===== src/rtl/ecc_hamming_pkg.sv =====
// Purpose: shared constants, error classes and index helpers for the Hamming SEC-DED decoder.
// Latency: n/a (package only).
// Backpressure: n/a (package only).
//
// Codeword bit i carries Hamming position i+1; check bits sit where i+1 is a power of two.

package ecc_hamming_pkg;

    localparam int ECC_DATA_WIDTH    = 32;
    localparam int ECC_PARITY_LENGTH = 6;
    localparam int ECC_CW_WIDTH      = ECC_DATA_WIDTH + ECC_PARITY_LENGTH;

    // Check-bit indices of the default 38-bit codeword.
    localparam int CHECK_IDX [ECC_PARITY_LENGTH] = '{0, 1, 3, 7, 15, 31};

    typedef enum logic [1:0] {
        NONE        = 2'd0,
        SINGLE      = 2'd1,
        PARITY_ONLY = 2'd2,
        DOUBLE      = 2'd3
    } err_class_t;

    // Index i holds a check bit when position i+1 is a power of two.
    function automatic bit is_check_idx(input int i);
        return ((i + 1) & i) == 0;
    endfunction

    // Codeword index of data bit j: the j-th non-check index in ascending order.
    function automatic int data_idx(input int j);
        int n;
        int r;
        n = 0;
        r = 0;
        for (int i = 0; i < 256; i++) begin
            if (!is_check_idx(i)) begin
                if (n == j) begin
                    r = i;
                end
                n++;
            end
        end
        return r;
    endfunction

endpackage


===== src/rtl/ecc_hamming_syndrome.sv =====
// Purpose: Hamming syndrome of a codeword; bit k is the XOR of all bits whose position has bit k set.
// Latency: combinational, 0 cycles.
// Backpressure: none (pure function of the input).
//
// Ports: codeword (CW_WIDTH) in, syndrome (PARITY_LENGTH) out.

module ecc_hamming_syndrome
    import ecc_hamming_pkg::*;
#(
    parameter int CW_WIDTH      = ECC_CW_WIDTH,
    parameter int PARITY_LENGTH = ECC_PARITY_LENGTH
) (
    input  logic [CW_WIDTH-1:0]      codeword,
    output logic [PARITY_LENGTH-1:0] syndrome
);

    always_comb begin
        syndrome = '0;
        for (int k = 0; k < PARITY_LENGTH; k++) begin
            for (int i = 0; i < CW_WIDTH; i++) begin
                if ((((i + 1) >> k) & 1) != 0) begin
                    syndrome[k] = syndrome[k] ^ codeword[i];
                end
            end
        end
    end

endmodule


===== src/rtl/ecc_hamming_decoder.sv =====
// Purpose: two-stage SEC-DED Hamming decoder with optional corrected/uncorrectable error counters.
// Latency: 2 cycles from input handshake to out_valid, one word per cycle sustained.
// Backpressure: valid/ready; out_ready low stalls stage 2, then stage 1, then drops in_ready.
//
// Ports: clk, rst (sync, active high); in_valid/in_ready, codeword_in, parity_in (overall even parity);
//        out_valid/out_ready, d_out, err_single, err_double, err_pos; cnt_clr, corr_cnt, uncorr_cnt.
// Build option: define ECC_HAMMING_DEC_ERR_CNT_EN to include the saturating error counters;
//        otherwise the counters read 0 and cnt_clr is ignored.

module ecc_hamming_decoder
    import ecc_hamming_pkg::*;
#(
    parameter int DATA_WIDTH    = ECC_DATA_WIDTH,
    parameter int PARITY_LENGTH = ECC_PARITY_LENGTH,
    parameter int CNT_WIDTH     = 16
) (
    input  logic                                clk,
    input  logic                                rst,
    input  logic                                in_valid,
    output logic                                in_ready,
    input  logic [DATA_WIDTH+PARITY_LENGTH-1:0] codeword_in,
    input  logic                                parity_in,
    output logic                                out_valid,
    input  logic                                out_ready,
    output logic [DATA_WIDTH-1:0]               d_out,
    output logic                                err_single,
    output logic                                err_double,
    output logic [PARITY_LENGTH-1:0]            err_pos,
    input  logic                                cnt_clr,
    output logic [CNT_WIDTH-1:0]                corr_cnt,
    output logic [CNT_WIDTH-1:0]                uncorr_cnt
);

    localparam int CWW = DATA_WIDTH + PARITY_LENGTH;

    typedef struct packed {
        logic [CWW-1:0]           cw;
        logic [PARITY_LENGTH-1:0] syn;
        logic                     ov;
    } s1_t;

    logic                     s1_valid;
    logic                     s2_valid;
    s1_t                      s1_d;
    s1_t                      s1_q;
    logic                     en1;
    logic                     en2;
    logic [PARITY_LENGTH-1:0] syn_c;
    err_class_t               cls;
    logic [PARITY_LENGTH-1:0] pos_c;
    logic [CWW-1:0]           cw_fix;
    logic [DATA_WIDTH-1:0]    data_c;

    // ---------------- flow control ----------------
    assign en2      = !s2_valid || out_ready;
    assign en1      = !s1_valid || en2;
    assign in_ready = en1;
    // Gated so nothing can transfer on the cycle reset is being applied.
    assign out_valid = s2_valid && !rst;

    // ---------------- stage 1: syndrome + overall parity ----------------
    ecc_hamming_syndrome #(
        .CW_WIDTH      (CWW),
        .PARITY_LENGTH (PARITY_LENGTH)
    ) u_syndrome (
        .codeword (codeword_in),
        .syndrome (syn_c)
    );

    assign s1_d.cw  = codeword_in;
    assign s1_d.syn = syn_c;
    assign s1_d.ov  = (^codeword_in) ^ parity_in;

    always_ff @(posedge clk) begin
        if (rst) begin
            s1_valid <= 1'b0;
            s1_q     <= '0;
        end else if (en1) begin
            s1_valid <= in_valid;
            if (in_valid) begin
                s1_q <= s1_d;
            end
        end
    end

    // ---------------- stage 2: classify, correct, extract ----------------
    always_comb begin
        cls   = NONE;
        pos_c = '0;
        if (s1_q.syn == '0) begin
            cls = s1_q.ov ? PARITY_ONLY : NONE;
        end else if (!s1_q.ov) begin
            cls = DOUBLE;
        end else if (int'(s1_q.syn) <= CWW) begin
            cls   = SINGLE;
            pos_c = s1_q.syn;
        end else begin
            // Syndrome points past the last codeword position: cannot be a single flip.
            cls = DOUBLE;
        end
    end

    // Only a SINGLE class flips a bit, so DOUBLE words pass through uncorrected.
    for (genvar i = 0; i < CWW; i++) begin : g_fix
        assign cw_fix[i] = s1_q.cw[i] ^ ((cls == SINGLE) && (s1_q.syn == PARITY_LENGTH'(i + 1)));
    end

    for (genvar j = 0; j < DATA_WIDTH; j++) begin : g_extract
        assign data_c[j] = cw_fix[data_idx(j)];
    end

    always_ff @(posedge clk) begin
        if (rst) begin
            s2_valid   <= 1'b0;
            d_out      <= '0;
            err_single <= 1'b0;
            err_double <= 1'b0;
            err_pos    <= '0;
        end else if (en2) begin
            s2_valid <= s1_valid;
            if (s1_valid) begin
                d_out      <= data_c;
                err_single <= (cls == SINGLE) || (cls == PARITY_ONLY);
                err_double <= (cls == DOUBLE);
                err_pos    <= pos_c;
            end
        end
    end

    // ---------------- error counters ----------------
`ifdef ECC_HAMMING_DEC_ERR_CNT_EN
    logic out_xfer;
    assign out_xfer = out_valid && out_ready;

    always_ff @(posedge clk) begin
        if (rst || cnt_clr) begin
            // Clear wins over an increment in the same cycle.
            corr_cnt   <= '0;
            uncorr_cnt <= '0;
        end else if (out_xfer) begin
            if (err_single && (corr_cnt != '1)) begin
                corr_cnt <= corr_cnt + 1'b1;
            end
            if (err_double && (uncorr_cnt != '1)) begin
                uncorr_cnt <= uncorr_cnt + 1'b1;
            end
        end
    end
`else
    logic unused_cnt_clr;
    assign unused_cnt_clr = cnt_clr;
    assign corr_cnt       = '0;
    assign uncorr_cnt     = '0;
`endif

endmodule


===== config.mk =====
export PLATFORM = sky130hd
export DESIGN_NAME = ecc_hamming_decoder
export DESIGN_NICKNAME = d
export VERILOG_FILES = /design/src/rtl/ecc_hamming_pkg.sv /design/src/rtl/ecc_hamming_syndrome.sv /design/src/rtl/ecc_hamming_decoder.sv
export SDC_FILE = /design/constraint.sdc
export NUM_CORES = 1
export LEC_CHECK = 0
export CAP_MARGIN = 5
export CORE_MARGIN = 2
export CORE_UTILIZATION = 40
export CTS_CLUSTER_SIZE = 14
export DETAILED_ROUTE_END_ITERATION = 7
export PLACE_DENSITY = 0.68
export SYNTH_ARGS = -nofsm -noshare
export SYNTH_HDL_FRONTEND = slang
export SYNTH_SLANG_ARGS = --single-unit
export TNS_END_PERCENT = 50

===== constraint.sdc =====
create_clock -name clk -period 4.11 [get_ports clk]
set_input_delay 1.233 -clock clk [delete_from_list [all_inputs] [get_ports clk]]
set_output_delay 1.233 -clock clk [all_outputs]
set_load 0.01 [all_outputs]

==> impl_metrics.yaml <==
detailed_routing:
  postRouteAntennaNets: 0
  vias: 3440
  drc: 0
  via_per_inst: 4.76
  drt-total-wl_um: 9880
  drt_iter0_markers: 207
  wl_per_cell_um: 13.7
  dr.pass1.iters: 4
yosys:
  synth_edf_count: 0
  muxShareOfSynthArea: 0
  synth-async-reset-ratio: 0
  synth_top_family_by_area: "XOR/XNOR gates"
  ys_ff_latch: 81
  yosysWarnings: 0
  synth-simple-area-share: 0.193
  ys_seq_area_frac: 0.372
  syn_area_sq_mm: 0.00436
  synthCells: 513
  synthXorXnorAreaFrac: 0.210
  yosys.area_share.adder: 0
  synth_area_per_cell_sq_um: 8.49
  synth_compound_gate_area_share: 0.134
  netlist-cell-type-count: 39
  ys.flop_type: "dfxtp_1"
grt:
  overflow: 0
  grt_pass1_vias: 3081
  antenna_found_initial: 0
  grt_pass1_wl_um: 15500
  grt_max_degree: 83
  grt_usage: 0.170
power_and_ir_drop:
  power_density_mw_per_mm2: 398
  cellLeakagePower_uw: 0.00191
  peakVddDrop_mv: 0.146
  p_total_uw: 2120
cells_and_area:
  num_antenna_cells: 0
  drive_gt1_frac: 0.0533
  syn2layout_area_growth_pct: 22.3
  fill_cells: 1069
  layout.nets: 621
timing:
  period_minus_slack_ns: 3.84
  worst_slew_pin_slew_ns: 0.835
  rsz0062_at_grt: "no"
  timing.final.crit_share: 0.935
  slew_violations: 0
  maxSlewHeadroom: 0.444
  max_freq_ghz: 0.260
  setup_violations: 0
  final_hold_viol_count: 0
  setup-tns-final_ns: 0
  fin_ws_ns: 0.265
  fin_skew_ns: 0.0122
critical_path:
  critPathCaptureType: "output pin"
  r2r_start: "s1_q[3]"
  crit_fanout: 5
  startpoint_type: "input port"
  required_ns: 2.88
  r2r_slack_ns: 1.98
  crit_arrival_ns: 2.61
  ff2ff_path_depth: 5
  critPathKind: "in2out"
  r2r_end: "d_out[0]"
worst_hold_path:
  hold_end: "err_double"
  hold_path_class: "reg2reg"
  hp-start: "err_double"
  min_path_cells: 2
cts:
  cts_tree: "yes"
  htreeDepth: 3
  ctsHoldBuffers: 0
  clock-sinks: 81
  clkTransAtPathRegs_ns: 0.07
  clockRootBuffer: "clkbuf_8"
  cts.path.max_buffers: 2
  clk-insertion-delay-late_ns: 0.35
  numCtsBuffers: 9
  cts_setup_buffers: 0
  postCtsResizedCells: 0
job:
  max_cap_viol_count: 0
place:
  io_buffers: 84
  place_congestion: 0.819
  place_hpwl_um: 7660
  dp_slack_ns: 0.243
floorplanning:
  dieArea_sq_mm: 0.0117
  fp.dieW_um: 108
  core_sq_mm: 0.0107
  start_util: 0.405
  io_pins: 118
  num_rows: 38
  die_h_um: 108
status:
  outcome: "complete, no violations"
-- kinds of logic (layout without fill, tap and decap cells) --
group                     after synthesis  count (layout)
buffers and inverters                  67             105
other                                   1              32
AOI/OAI and AO/OA                      89              89
xor gates and xnor gates               91              91
DFF                                    81              81
and+or+nand+nor                       184             184
-- power breakdown --
part / total (uW) / leakage, uW / switching (uW) / internal (uW)
sequential: 931 / 0.000666 / 85.4 / 846
clock: 578 / 0.0000970 / 279 / 299
combinational: 610 / 0.00115 / 307 / 303
-- cell usage after synthesis (all sizes together) (2+ instances only) --
| master | instances | area [sq um] |
|---|---|---|
| dfxtp | 81 | 1620 |
| a311oi | 6 | 52.6 |
| a211oi | 28 | 215 |
| a22oi | 7 | 52.6 |
| nor2b | 7 | 43.8 |
| or3 | 7 | 43.8 |
| o21ai | 6 | 30.0 |
| xor2 | 29 | 262 |
| nor3 | 4 | 30.0 |
| nor2 | 51 | 191 |
| nor4 | 5 | 65.1 |
| and3 | 2 | 12.5 |
| a21oi | 39 | 195 |
| xnor2 | 54 | 473 |
| buf | 40 | 287 |
| nand2b | 4 | 25.0 |
| nand3b | 3 | 22.5 |
| xnor3 | 8 | 180 |
| and2 | 4 | 27.5 |
| nand2 | 88 | 330 |
| nand3 | 7 | 35.0 |
| clkbuf | 25 | 93.8 |
-- registers in the layout, summed over array words and instances, names as in the netlist --
register / flops
d_out: 32
err_single: 1
s1_q: 39
s1_valid: 1
err_double: 1
s2_valid: 1
err_pos: 6
-- metal layers --
metal / share of wire / track usage
met1: 0.47 / 0.234
met2: 0.45 / 0.266
met3: 0.058 / 0.0368
met4: 0.020 / 0.0559
met5: 0 / 0
-- worst max-delay path, stage by stage --
cell,delay (ns)
clkdlybuf4s50_1,0.40
nor2b_1,0.33
nand2_1,0.16
clkdlybuf4s50_1,0.50
-- stage by stage --
step	area (sq um)	util	std cells	hold slack, ns
finish	5330	0.496	722	0.465
detailed placement	5130	0.478	706	0.458
floorplan	4470	-	544	0.441
global route	5330	0.496	722	0.493
CTS	5330	0.496	722	0.468
global placement	5130	0.478	706	0.458
-- layout make-up --
class,count,area (sq um),share of cell area
multi-input combinational,396,2460,0.463
sequential,81,1620,0.304
timing repair buffer,88,866,0.163
tap,140,175,0.0329
clock buffer,12,145,0.0272
clock inverter,4,51.3,0.00963
inverter,1,3.75,0.000705
-- cell usage in the layout, fill, tap and decap left out, types with 2 or more instances in the layout --
cell type	count
xnor3_1	8
nand2_1	88
nor2b_1	6
and2_1	3
clkbuf_8	10
dfxtp_1	81
and3_1	2
or3_1	7
nor3_1	2
a311oi_1	6
a22oi_1	7
nand3_1	7
buf_4	4
a21oi_1	39
nand3b_1	3
nor3_2	2
xnor2_1	54
conb_1	32
o21ai_0	6
clkbuf_1	2
nor2_1	51
xor2_1	28
clkdlybuf4s50_1	83
a211oi_1	27
nand2b_1	4
nor4_2	3
-- worst max-delay path by stage --
stage                     depth (start not counted)         to      start  slack [ns]
after floorplan                                   2  out_valid        rst        1.26
after global placement                            4   in_ready  out_ready        0.28
after detailed placement                          4   in_ready  out_ready        0.24
after CTS                                         4   in_ready  out_ready        0.25
after global routing                              4   in_ready  out_ready        0.17
final                                             4   in_ready  out_ready        0.27
(Power assumes the default switching activity.)
